===== src/rtl/ahb_cmd_master_if.sv =====
// Command-side and AHB-side signal bundle for ahb_cmd_master.
// The master modport is the block's view; the slave modport is the environment's view.
interface ahb_cmd_master_if #(
  parameter int DATA_WIDTH = 32,
  parameter int ADDR_WIDTH = 32
);
  logic                  CREQ;
  logic                  CACK;
  logic                  CWRITE;
  logic [ADDR_WIDTH-1:0] CADDR;
  logic [2:0]            CSIZE;
  logic [DATA_WIDTH-1:0] CWDATA;
  logic                  RVALID;
  logic [DATA_WIDTH-1:0] RDATA;
  logic                  RERROR;
  logic [ADDR_WIDTH-1:0] HADDR;
  logic [1:0]            HTRANS;
  logic                  HWRITE;
  logic [2:0]            HSIZE;
  logic [2:0]            HBURST;
  logic                  HMASTLOCK;
  logic [3:0]            HPROT;
  logic [DATA_WIDTH-1:0] HWDATA;
  logic [DATA_WIDTH-1:0] HRDATA;
  logic                  HREADY;
  logic                  HRESP;

  modport master (
    input  CREQ, CWRITE, CADDR, CSIZE, CWDATA, HRDATA, HREADY, HRESP,
    output CACK, RVALID, RDATA, RERROR,
    output HADDR, HTRANS, HWRITE, HSIZE, HBURST, HMASTLOCK, HPROT, HWDATA
  );

  modport slave (
    output CREQ, CWRITE, CADDR, CSIZE, CWDATA, HRDATA, HREADY, HRESP,
    input  CACK, RVALID, RDATA, RERROR,
    input  HADDR, HTRANS, HWRITE, HSIZE, HBURST, HMASTLOCK, HPROT, HWDATA
  );
endinterface


===== src/rtl/ahb_cmd_master.sv =====
// Single-transfer AHB-Lite master fed by a simple command handshake.
// Two-slot pipeline: address-phase slot (p0), data-phase slot (p1), response register (p2).
module ahb_cmd_master #(
  parameter int DATA_WIDTH = 32,
  parameter int ADDR_WIDTH = 32
) (
  input  logic             HCLK,
  input  logic             HRESETn,
  ahb_cmd_master_if.master bus
);

  logic                  r_vld_p0;
  logic [ADDR_WIDTH-1:0] r_addr_p0;
  logic                  r_write_p0;
  logic [2:0]            r_size_p0;
  logic [DATA_WIDTH-1:0] r_wdata_p0;

  logic                  r_vld_p1;
  logic                  r_write_p1;
  logic [DATA_WIDTH-1:0] r_wdata_p1;

  logic                  r_hold;

  logic                  r_vld_p2;
  logic                  r_rerror_p2;
  logic [DATA_WIDTH-1:0] r_rdata_p2;

  logic                  w_cack;
  logic                  w_a_issue;

  // hold blocks new commands so the retained address phase can be reissued after an ERROR
  assign w_cack    = HRESETn & bus.CREQ & ~r_hold & (~r_vld_p0 | bus.HREADY);
  assign w_a_issue = r_vld_p0 & ~r_hold;

  assign bus.CACK      = w_cack;
  assign bus.HTRANS    = w_a_issue ? 2'b10 : 2'b00;
  assign bus.HADDR     = r_addr_p0;
  assign bus.HWRITE    = r_write_p0;
  assign bus.HSIZE     = r_size_p0;
  assign bus.HWDATA    = r_wdata_p1;
  assign bus.HBURST    = 3'b000;
  assign bus.HMASTLOCK = 1'b0;
  assign bus.HPROT     = 4'b0011;
  assign bus.RVALID    = r_vld_p2;
  assign bus.RDATA     = r_rdata_p2;
  assign bus.RERROR    = r_rerror_p2;

  always_ff @(posedge HCLK or negedge HRESETn) begin
    if (!HRESETn) begin
      r_vld_p0    <= 1'b0;
      r_addr_p0   <= '0;
      r_write_p0  <= 1'b0;
      r_size_p0   <= 3'b000;
      r_wdata_p0  <= '0;
      r_vld_p1    <= 1'b0;
      r_write_p1  <= 1'b0;
      r_wdata_p1  <= '0;
      r_hold      <= 1'b0;
      r_vld_p2    <= 1'b0;
      r_rerror_p2 <= 1'b0;
      r_rdata_p2  <= '0;
    end else begin
      // p0: command capture into the address-phase slot
      if (w_cack) begin
        r_vld_p0   <= 1'b1;
        r_addr_p0  <= bus.CADDR;
        r_write_p0 <= bus.CWRITE;
        r_size_p0  <= bus.CSIZE;
        r_wdata_p0 <= bus.CWDATA;
      end else if (bus.HREADY && !r_hold) begin
        r_vld_p0 <= 1'b0;
      end

      // p0 -> p1: address phase accepted, becomes the data phase
      if (bus.HREADY) begin
        r_vld_p1   <= w_a_issue;
        r_write_p1 <= r_write_p0;
        if (w_a_issue) begin
          r_wdata_p1 <= r_wdata_p0;
        end
      end

      if (r_vld_p1 && bus.HRESP && !bus.HREADY) begin
        r_hold <= 1'b1;
      end else if (bus.HREADY) begin
        r_hold <= 1'b0;
      end

      // p1 -> p2: data phase completes, one-cycle response
      if (r_vld_p1 && bus.HREADY) begin
        r_vld_p2    <= 1'b1;
        r_rerror_p2 <= bus.HRESP;
        r_rdata_p2  <= r_write_p1 ? '0 : bus.HRDATA;
      end else begin
        r_vld_p2    <= 1'b0;
        r_rerror_p2 <= 1'b0;
        r_rdata_p2  <= '0;
      end
    end
  end

endmodule


===== src/flat_wrapper.sv =====
// flat-port wrapper written by rule: the top's interface ports become plain ports
module ahb_cmd_master_flat 
#(
  parameter int DATA_WIDTH = 32,
  parameter int ADDR_WIDTH = 32
)
  (HCLK, HRESETn, bus_CREQ, bus_CWRITE, bus_CADDR, bus_CSIZE, bus_CWDATA, bus_HRDATA, bus_HREADY, bus_HRESP, bus_CACK, bus_RVALID, bus_RDATA, bus_RERROR, bus_HADDR, bus_HTRANS, bus_HWRITE, bus_HSIZE, bus_HBURST, bus_HMASTLOCK, bus_HPROT, bus_HWDATA);
  ahb_cmd_master_if #(.DATA_WIDTH(DATA_WIDTH), .ADDR_WIDTH(ADDR_WIDTH)) bus_i ();
  input  logic HCLK;
  input  logic HRESETn;
  input wire logic [$bits(bus_i.CREQ)-1:0] bus_CREQ;
  input wire logic [$bits(bus_i.CWRITE)-1:0] bus_CWRITE;
  input wire logic [$bits(bus_i.CADDR)-1:0] bus_CADDR;
  input wire logic [$bits(bus_i.CSIZE)-1:0] bus_CSIZE;
  input wire logic [$bits(bus_i.CWDATA)-1:0] bus_CWDATA;
  input wire logic [$bits(bus_i.HRDATA)-1:0] bus_HRDATA;
  input wire logic [$bits(bus_i.HREADY)-1:0] bus_HREADY;
  input wire logic [$bits(bus_i.HRESP)-1:0] bus_HRESP;
  output wire logic [$bits(bus_i.CACK)-1:0] bus_CACK;
  output wire logic [$bits(bus_i.RVALID)-1:0] bus_RVALID;
  output wire logic [$bits(bus_i.RDATA)-1:0] bus_RDATA;
  output wire logic [$bits(bus_i.RERROR)-1:0] bus_RERROR;
  output wire logic [$bits(bus_i.HADDR)-1:0] bus_HADDR;
  output wire logic [$bits(bus_i.HTRANS)-1:0] bus_HTRANS;
  output wire logic [$bits(bus_i.HWRITE)-1:0] bus_HWRITE;
  output wire logic [$bits(bus_i.HSIZE)-1:0] bus_HSIZE;
  output wire logic [$bits(bus_i.HBURST)-1:0] bus_HBURST;
  output wire logic [$bits(bus_i.HMASTLOCK)-1:0] bus_HMASTLOCK;
  output wire logic [$bits(bus_i.HPROT)-1:0] bus_HPROT;
  output wire logic [$bits(bus_i.HWDATA)-1:0] bus_HWDATA;
  assign bus_i.CREQ = bus_CREQ;
  assign bus_i.CWRITE = bus_CWRITE;
  assign bus_i.CADDR = bus_CADDR;
  assign bus_i.CSIZE = bus_CSIZE;
  assign bus_i.CWDATA = bus_CWDATA;
  assign bus_i.HRDATA = bus_HRDATA;
  assign bus_i.HREADY = bus_HREADY;
  assign bus_i.HRESP = bus_HRESP;
  assign bus_CACK = bus_i.CACK;
  assign bus_RVALID = bus_i.RVALID;
  assign bus_RDATA = bus_i.RDATA;
  assign bus_RERROR = bus_i.RERROR;
  assign bus_HADDR = bus_i.HADDR;
  assign bus_HTRANS = bus_i.HTRANS;
  assign bus_HWRITE = bus_i.HWRITE;
  assign bus_HSIZE = bus_i.HSIZE;
  assign bus_HBURST = bus_i.HBURST;
  assign bus_HMASTLOCK = bus_i.HMASTLOCK;
  assign bus_HPROT = bus_i.HPROT;
  assign bus_HWDATA = bus_i.HWDATA;
  ahb_cmd_master #(.DATA_WIDTH(DATA_WIDTH), .ADDR_WIDTH(ADDR_WIDTH)) u_core (.HCLK(HCLK), .HRESETn(HRESETn), .bus(bus_i));
endmodule

===== config.mk =====
export PLATFORM = sky130hd
export DESIGN_NAME = ahb_cmd_master_flat
export DESIGN_NICKNAME = d
export VERILOG_FILES = /design/src/rtl/ahb_cmd_master_if.sv /design/src/rtl/ahb_cmd_master.sv /design/src/flat_wrapper.sv
export SDC_FILE = /design/constraint.sdc
export NUM_CORES = 1
export LEC_CHECK = 0
export CORE_UTILIZATION = 44
export CTS_BUF_LIST = sky130_fd_sc_hd__clkbuf_8
export DETAILED_ROUTE_END_ITERATION = 16
export PLACE_DENSITY = 0.83
export SYNTH_ARGS = -nofsm -noshare
export SYNTH_HDL_FRONTEND = slang
export SYNTH_SLANG_ARGS = --single-unit
export TNS_END_PERCENT = 30

===== constraint.sdc =====
create_clock -name HCLK -period 2 [get_ports HCLK]
set_input_delay 0.4 -clock HCLK [delete_from_list [all_inputs] [get_ports HCLK]]
set_output_delay 0.4 -clock HCLK [all_outputs]
set_load 0.02 [all_outputs]

==> results.ini <==
[outcome]
outcome=complete, no violations

[worst_setup_path]
critPathRequiredTime_ps=1600
cp_data_arrival_time_ps=1430
crit_path_end_kind=output port
slowest_stage=clkdlybuf4s50_1
crit_path_end=bus_HWRITE
worstPathMaxFanout=3
cp.buffers_inverters=1
cp-startpoint=u_core.bus.HWRITE$_DFFE_PN0P_
path_delay_family=buffers and inverters
reg2regPathDepth=5
critPathKind=flip-flop to output port
cp-start-kind=flip-flop
cp.depth=1
r2r_setup_slack_ps=370
slowest_delay_ps=630
rr_endpoint=u_core.bus.HADDR[22]$_DFFE_PN0P_
crit_chain=clkdlybuf4s50_1
reg2reg_from=u_core.r_hold$_DFFE_PN0P_

[place]
dpl-instance-area_um2=7290
dp_cells=650
hpwlAfterDp_mm=7.99
routabilityCongestion=0.744
place_ws_ps=-202
port_buffers=208

[sta]
worstMarginPinSlew_ps=704
fin_skew_ps=8.18
setup_viol=0
fmax_mhz=546
fin_crit_sh=0.915
rsz0062_at_grt=false
layout_min_cycle_time_ps=1830
slew_violations=0
finalWorstSetupSlack_ps=170
slew-limit-headroom=0.531
hold_viol=0

[clock_network]
root_buffer=clkbuf_8
clk_pin_slew_ps=70
holdBufCountCts=0
cts.sinks=138
numCtsBuffers=17
clk_latency_ps=430
cts_max_path_buffers=2
tritoncts=built
cts_htree_levels=4

[synth]
synth-seq-cells=138
syn-instance-count=310
avgSynthCellArea_um2=16.3
synth_warnings=0
synthDistinctLibCells=19
synth_area_um2=5050
synth_seq_area_share=0.684

[detailed_routing]
drt-initial-drc-count=127
ant_nets=0
drt-pass1-iter-count=4
routedWlPerCell_um=16.2
drt_wl_total_mm=11.0
vias=3236
viasPerCell=4.75
post-route-drc-count=0

[floorplanning]
core_area_um2=11000
die_w_um=109
die_area_um2=11900
start_util=0.458
row_count=38
pin_count=218
die-height_um=109

[layout]
n_fill_cell=792
multiInputGateArea_um2=1450
num-nets-final=634
area.growth.synth_to_final_pct=52.4
seq_area_um2=3450
drive_gt1_frac=0.248
finalNonFillerCells=681
n_antenna_cell=0
final_area_um2=7690
fin_util=0.697

[global_route]
busiest_layer=met2
grt_max_degree=139
use_met1=0.201
overflow=0
grt_pass1_vias=3543
grt_use_total=0.197
grt.met2_usage=0.342
antenna_found_initial=0
met3_usage=0.0885
grt_pass1_wl_mm=17.2

[pwr]
peakVddDrop_mv=0.647
leakagePower_nw=3.33
powerDensity_nw_per_um2=1180

[job]
max-cap-violations=0

[hold_path]
hold_class=primary input to async pin

## synth_stat cells
library cell  number  area (um2)
inv_2              1        3.75
nor2_1             2        7.51
clkbuf_1           3        11.3
and3_1             1        6.26
a21oi_1            1        5.00
a21oi_4            1        16.3
and2b_1            1        7.51
buf_4             18         135
nor3_1             1        5.00
conb_1             2        7.51
nand2_1            2        7.51
mux2_2            92        1040
o21ai_0            2        10.0
mux2_1             9         101
dfrtp_1          138        3450
buf_6              2        22.5
inv_1              1        3.75
and2_1            32         200
nand3b_1           1        7.51
## report_power, final
| group | total, W | switching, W | internal (W) |
|---|---|---|---|
| Combinational | 0.00296 | 0.00131 | 0.00164 |
| Sequential | 0.00385 | 0.000349 | 0.00350 |
| Clock | 0.00228 | 0.000996 | 0.00129 |
## area by class of cell
type	instances	area share
sequential	138	0.449
tap	140	0.0228
clock buffer	23	0.0411
timing repair buffer	216	0.286
multi-input combinational	154	0.188
clock inverter	8	0.0120
inverter	2	0.000976
## layout by cell type (no fill, tap or decap)
master | synthesis | routed
a21oi_1 | 1 | 1
a21oi_4 | 1 | 1
and2_1 | 32 | 32
and2b_1 | 1 | 1
and3_1 | 1 | 1
buf_12 | 0 | 5
buf_4 | 18 | 3
buf_6 | 2 | 1
bufinv_16 | 0 | 2
clkbuf_2 | 0 | 1
clkbuf_8 | 0 | 23
clkdlybuf4s50_1 | 0 | 205
clkinv_2 | 0 | 2
clkinvlp_4 | 0 | 2
conb_1 | 2 | 9
dfrtp_1 | 138 | 138
dlygate4sd2_1 | 0 | 1
inv_1 | 1 | 3
inv_2 | 1 | 1
mux2_1 | 9 | 9
mux2_2 | 92 | 92
nand2_1 | 2 | 2
nand3b_1 | 1 | 1
nor2_1 | 2 | 2
nor3_2 | 0 | 1
o21ai_0 | 2 | 2
## repair_timing
| item | 4_1_cts | 5_1_grt |
|---|---|---|
| setup buffers | 0 | 0 |
| resized for setup | 2 | 2 |
| setup endpoints to repair | 2 | 1 |
## cells by family (layout without fill, tap and decap cells)
kind of cell,after synthesis,after routing,synth area share
DFF,138,138,0.684
and+or+nand+nor,40,40,0.0478
other,2,9,0.00149
muxes,101,101,0.225
buffers and inverters,25,249,0.0350
AOI/OAI and AO/OA,4,4,0.00620
## metal layers
layer,vias up,part of all wire
li1,1466,-
met1,1619,0.36
met2,132,0.53
met3,19,0.096
met4,0,0.020
met5,-,0
## state kept, by name, indices dropped and copies added, names as in the netlist, 3 cells and up
name	count
u_core.bus.HADDR	32
u_core.bus.HSIZE	3
u_core.bus.HWDATA	32
u_core.bus.RDATA	32
u_core.r_wdata_p0	32
## how the worst min path moves through the flow
| stage | cells after the start | end |
|---|---|---|
| 2_1_floorplan | 0 | u_core.bus.HADDR[0]$_DFFE_PN0P_ |
| 3_3_place_gp | 1 | u_core.r_wdata_p0[25]$_DFFE_PN0P_ |
| 3_5_place_dp | 1 | u_core.r_wdata_p0[30]$_DFFE_PN0P_ |
| 4_1_cts | 2 | u_core.bus.HADDR[20]$_DFFE_PN0P_ |
| 5_1_grt | 2 | u_core.bus.HADDR[20]$_DFFE_PN0P_ |
| 6_report | 2 | u_core.bus.HADDR[20]$_DFFE_PN0P_ |
## per-stage QoR
step           power (W)  hold WS (ps)  TNS (ps)
6_report         0.00909           106         0
5_1_grt          0.00953           152         0
4_1_cts          0.00920           130         0
3_5_place_dp     0.00691           475     -2530
3_3_place_gp     0.00678           463     -1510
2_1_floorplan    0.00530           104         0
Power figures use the tool's default switching activity.
